===== src/rtl/music_box_melody_player.sv =====
// Plays a fixed 16-entry melody from ROM as a registered square wave, looping forever.
// Each note is followed by a silent gap; tone phase restarts at every note boundary.
module music_box_melody_player #(
    parameter int unsigned CLK_HZ      = 12_000_000,
    parameter int unsigned UNIT_CYCLES = 1_500_000,
    parameter int unsigned GAP_CYCLES  = UNIT_CYCLES / 8
) (
    input  logic clk,
    input  logic rst_n,
    output logic speaker
);

    // Lowest base pitch is 262 Hz, so its half-period bounds the tone counter.
    localparam int unsigned TW = $clog2(CLK_HZ / 524 + 1);
    localparam int unsigned DW = $clog2(UNIT_CYCLES * 8 + 1);

    function automatic int unsigned base_hz(input int unsigned note);
        case (note)
            1:       return 262;
            2:       return 277;
            3:       return 294;
            4:       return 311;
            5:       return 330;
            6:       return 349;
            7:       return 370;
            8:       return 392;
            9:       return 415;
            10:      return 440;
            11:      return 466;
            12:      return 494;
            default: return 0;
        endcase
    endfunction

    function automatic logic [7:0] rom_entry(input logic [3:0] idx);
        case (idx)
            4'd0:    return 8'h51;
            4'd1:    return 8'h51;
            4'd2:    return 8'h61;
            4'd3:    return 8'h81;
            4'd4:    return 8'h81;
            4'd5:    return 8'h61;
            4'd6:    return 8'h51;
            4'd7:    return 8'h31;
            4'd8:    return 8'h11;
            4'd9:    return 8'h11;
            4'd10:   return 8'h31;
            4'd11:   return 8'h51;
            4'd12:   return 8'h52;
            4'd13:   return 8'h30;
            4'd14:   return 8'h32;
            default: return 8'h02;
        endcase
    endfunction

    // Half-period table indexed by {note, octave}, fully resolved at elaboration.
    logic [TW-1:0] w_half_tab [64];
    for (genvar gn = 0; gn < 16; gn++) begin : g_note
        for (genvar go = 0; go < 4; go++) begin : g_oct
            localparam int unsigned Hz   = base_hz(gn);
            localparam int unsigned Div  = (Hz == 0) ? 1 : 2 * Hz;
            localparam int unsigned Half = (Hz == 0) ? 0 : (CLK_HZ / Div) >> go;
            assign w_half_tab[gn*4+go] = TW'(Half);
        end
    end

    logic [3:0]    r_idx;
    logic [DW-1:0] r_dur;
    logic [TW-1:0] r_tone;
    logic          r_spk;

    logic [7:0]    w_entry;
    logic [3:0]    w_note;
    logic [1:0]    w_oct;
    logic [1:0]    w_len;
    logic [TW-1:0] w_half;
    logic [DW-1:0] w_dur_last;
    logic [DW-1:0] w_gap_from;
    logic          w_rest;
    logic          w_start;
    logic          w_last;
    logic          w_gap;
    logic [3:0]    w_idx_d;
    logic [DW-1:0] w_dur_d;
    logic [TW-1:0] w_tone_d;
    logic          w_spk_d;

    assign w_entry = rom_entry(r_idx);
    assign w_note  = w_entry[7:4];
    assign w_oct   = w_entry[3:2];
    assign w_len   = w_entry[1:0];
    assign w_half  = w_half_tab[{w_note, w_oct}];
    assign w_rest  = (w_note == 4'd0) || (w_note > 4'd12);

    always_comb begin
        w_dur_last = DW'(UNIT_CYCLES - 1);
        w_gap_from = DW'(UNIT_CYCLES - GAP_CYCLES);
        case (w_len)
            2'd1: begin
                w_dur_last = DW'(2 * UNIT_CYCLES - 1);
                w_gap_from = DW'(2 * UNIT_CYCLES - GAP_CYCLES);
            end
            2'd2: begin
                w_dur_last = DW'(4 * UNIT_CYCLES - 1);
                w_gap_from = DW'(4 * UNIT_CYCLES - GAP_CYCLES);
            end
            2'd3: begin
                w_dur_last = DW'(8 * UNIT_CYCLES - 1);
                w_gap_from = DW'(8 * UNIT_CYCLES - GAP_CYCLES);
            end
            default: ;
        endcase
    end

    // r_dur holds the position of the upcoming edge within the note; 0 marks a note start.
    assign w_start = (r_dur == '0);
    assign w_last  = (r_dur == w_dur_last);
    assign w_gap   = (r_dur >= w_gap_from);

    always_comb begin
        w_idx_d  = r_idx;
        w_dur_d  = r_dur + 1'b1;
        w_tone_d = r_tone + 1'b1;
        w_spk_d  = r_spk;
        if (w_last) begin
            w_dur_d = '0;
            w_idx_d = r_idx + 1'b1;
        end
        if (w_start || w_gap || w_rest) begin
            w_tone_d = '0;
            w_spk_d  = 1'b0;
        end else if (r_tone == w_half - 1'b1) begin
            w_tone_d = '0;
            w_spk_d  = ~r_spk;
        end
    end

    always_ff @(posedge clk or negedge rst_n) begin
        if (!rst_n) begin
            r_idx  <= '0;
            r_dur  <= '0;
            r_tone <= '0;
            r_spk  <= 1'b0;
        end else begin
            r_idx  <= w_idx_d;
            r_dur  <= w_dur_d;
            r_tone <= w_tone_d;
            r_spk  <= w_spk_d;
        end
    end

    assign speaker = r_spk;

endmodule


===== config.mk =====
export PLATFORM = sky130hd
export DESIGN_NAME = music_box_melody_player
export DESIGN_NICKNAME = d
export VERILOG_FILES = /design/src/rtl/music_box_melody_player.sv
export SDC_FILE = /design/constraint.sdc
export NUM_CORES = 1
export LEC_CHECK = 0
export ABC_CLOCK_PERIOD_IN_PS = 4600
export CAP_MARGIN = 15
export CORE_ASPECT_RATIO = 0.6
export CORE_MARGIN = 5
export CORE_UTILIZATION = 60
export CTS_BUF_LIST = sky130_fd_sc_hd__clkbuf_2 sky130_fd_sc_hd__clkbuf_4 sky130_fd_sc_hd__clkbuf_8
export CTS_CLUSTER_SIZE = 25
export DETAILED_ROUTE_END_ITERATION = 10
export GPL_TIMING_DRIVEN = 0
export PLACE_DENSITY = 0.8
export SETUP_SLACK_MARGIN = 0.3
export SYNTH_ARGS = -nofsm -noshare
export SYNTH_HDL_FRONTEND = slang
export SYNTH_SLANG_ARGS = --single-unit
export TNS_END_PERCENT = 50

===== constraint.sdc =====
create_clock -name clk -period 4.6 [get_ports clk]
set_clock_uncertainty 0.1 [all_clocks]
set_input_delay 0.69 -clock clk [delete_from_list [all_inputs] [get_ports clk]]
set_output_delay 0.69 -clock clk [all_outputs]
set_load 0.01 [all_outputs]

==> results_dict.tcl <==
set metrics [dict create \
    hold_buffers 0 \
    path_depth 20 \
    grt_setup_unrepaired "true" \
    track_usage_pct 27.2 \
    synth_fp_nets 527 \
    yosys-top-cells-count "44 x dfrtp_1, 44 x nor2_1, 39 x ha_1, 30 x nand2_1, 30 x nand3_1" \
    max_stage_delay_ns 0.56 \
    htree_levels 2 \
    rows 24 \
    path_class "reg2reg" \
    ios 3 \
    cts_tree "yes" \
    syn_to_final_growth_pct 14.9 \
    grt_overflow_total 0 \
    drt_drc_violations_left 0 \
    drt_iter0_drc 537 \
    nNetsFinal 562 \
    slowest_stage "or4_4" \
    drive_above_1_share_pct 21.1 \
    cts_buffer_depth 2 \
    drt-total-wl_um 12000 \
    cp-end-kind "flip-flop" \
    cts_sinks 44 \
    synth_ff_type "dfrtp_1" \
    antenna_found_initial 0 \
    via_per_inst 6.57 \
    required_ns 4.69 \
    irDropWorstVdd_uv 132 \
    clock_latency_ns 0.32 \
    async_reset_ff_share_pct 100 \
    synth.area.top_cells "dfrtp_1 25%, ha_1 11%, xor2_1 5.7%" \
    vias 4021 \
    seq_area_frac_synth_pct 25.5 \
    r2r_cells 20 \
    p_per_area_nw_per_um2 131 \
    worst_pin_slew_ns 1.03 \
    grt_pass1_wl_um 19300 \
    slew_viol_final 0 \
    ant_nets 0 \
    yosys.area.top_type "dfrtp_1" \
    diodes 0 \
    avgRoutedWirePerCell_um 19.7 \
    period_needed_ns 4.37 \
    fin_setup_tns_ns 0 \
    outcome "completed" \
    hold_violations 0 \
    yosys.area.top_type_share_pct 25.5 \
    min_path_type "in2async" \
    path_cells "inv_2, ha_4, buf_6, mux2i_4, a21oi_4, inv_2, ha_4, or3_4, buf_6, o221ai_4, ha_4, o21a_1, o211ai_1, or4_4, mux2_4, o22a_1, nor4_4, buf_4, buf_6, nor3_2" \
    syn_area_um2 4320 \
    leakage_nw 2.15 \
    initial_core_util_pct 60.7 \
    fin_hold_ws_ns 0.228 \
    maxCapViolCount 0 \
    grt_pass1_vias 3662 \
    min_period_over_period_pct 94.9 \
    worstPathMaxFanout 6 \
    grt_max_degree 26 \
    die_w_um 120 \
    synthCells 486 \
    synth-edff-count 0 \
    cp.arrival_ns 4.46 \
    critPathLaunchType "flip-flop" \
    core-area_um2 7120 \
    ys_types 74 \
    max_freq_mhz 229 \
    place_hpwl_um 8800 \
    path_clk_slew_ns 0.10 \
    die_area_um2 9050 \
    finalSetupViolCount 0 \
    dr.pass1.iters 5 \
    port_buffers 2 \
    path_buf_inv 6 \
    clock-root-buffer "clkbuf_8" \
    ys_warn_count 0 \
    synth-seq-cells 44 \
    cts_buffers 5 \
    die_h_um 75.7 \
    avgSynthCellArea_um2 8.89 \
    cp_top_family "simple AND/OR/NAND/NOR gates" \
    slew_headroom_pct 30.8 \
    routabilityCongestion 0.947 \
]
==> stage by stage <==
step / worst slack (ns) / util [%] / power (mW) / instance area (um^2) / instances
2_1_floorplan: 0.224 / - / 0.394 / 4370 / 486
3_5_place_dp: -0.336 / 63.5 / 0.405 / 4520 / 580
4_1_cts: 0.310 / 67.3 / 0.654 / 4790 / 600
5_1_grt: 0.120 / 69.7 / 0.673 / 4960 / 612
3_3_place_gp: -0.292 / 63.3 / 0.403 / 4500 / 579
6_report: 0.235 / 69.7 / 0.652 / 4960 / 612
==> final cells by class <==
cell class | instances | area, um^2
fill | 549 | 2150
clock inverter | 2 | 12.5
multi-input combinational | 401 | 3200
timing repair buffer | 28 | 228
buffer | 17 | 141
inverter | 24 | 95.1
tap | 91 | 114
clock buffer | 5 | 68.8
sequential | 44 | 1100
==> routing by layer <==
metal | up-vias | part of all wire, % | track usage (%) | wire length, um
met3 | 15 | 11 | 7.94 | 1310
met4 | 0 | 0.96 | 6.60 | 116
met5 | - | 0 | 0 | 0
met2 | 210 | 40 | 38.1 | 4760
li1 | 1856 | - | - | -
met1 | 1940 | 49 | 41.0 | 5860
==> worst paths after layout <==
kind / from / to / slack (ns)
setup / recovery: r_idx[1] / r_tone[11] / 0.23
hold / removal: rst_n / r_dur[6] / 0.23
setup reg to reg: r_idx[1] / r_tone[11] / 0.23
hold reg to reg: r_dur[0] / r_dur[0] / 0.41
max in group asynchronous: rst_n / r_dur[14] / 3.67
min in group clk: r_dur[0] / r_dur[0] / 0.41
==> what timing repair did <==
item                                    4_1_cts  5_1_grt
resized for setup                            24       23
hold endpoints to repair                      0        0
buffers inserted                             12       11
endpoints found under the setup margin       41       36
gates cloned                                  1        0
pin swaps                                     4       14
==> placed cells by master (no fill, tap or decap), types with 10 or more instances in the layout <==
cell     count
nor2_1      44
dfrtp_1     41
ha_1        33
nand2_1     29
nand3_1     29
xor2_1      28
xnor2_1     26
buf_4       24
inv_1       19
nor3_2      14
o21ai_0     12
nand4_1     11
nor3_1      11
o21a_1      10
==> report_power, final <==
group / switching, mW / internal (mW)
clock: 0.152 / 0.103
sequential: 0 / 0.386
combinational: 0.00778 / 0.00199
==> flip-flops by register name, summed over array words and instances, names as in the netlist <==
signal,cells
speaker,1
r_dur,24
r_tone,15
r_idx,4
==> cell families (layout without fill, tap and decap cells) <==
kind of cell | after synthesis | after routing | synth area share, %
and+or+nand+nor | 208 | 208 | 27.8
AOI/OAI and AO/OA | 89 | 89 | 16.1
xor gates and xnor gates | 55 | 55 | 11.5
DFF | 44 | 44 | 25.5
buffers and inverters | 41 | 76 | 4.66
adders and majority gates | 39 | 39 | 11.3
muxes | 10 | 10 | 3.19
(Power assumes the default switching activity.)
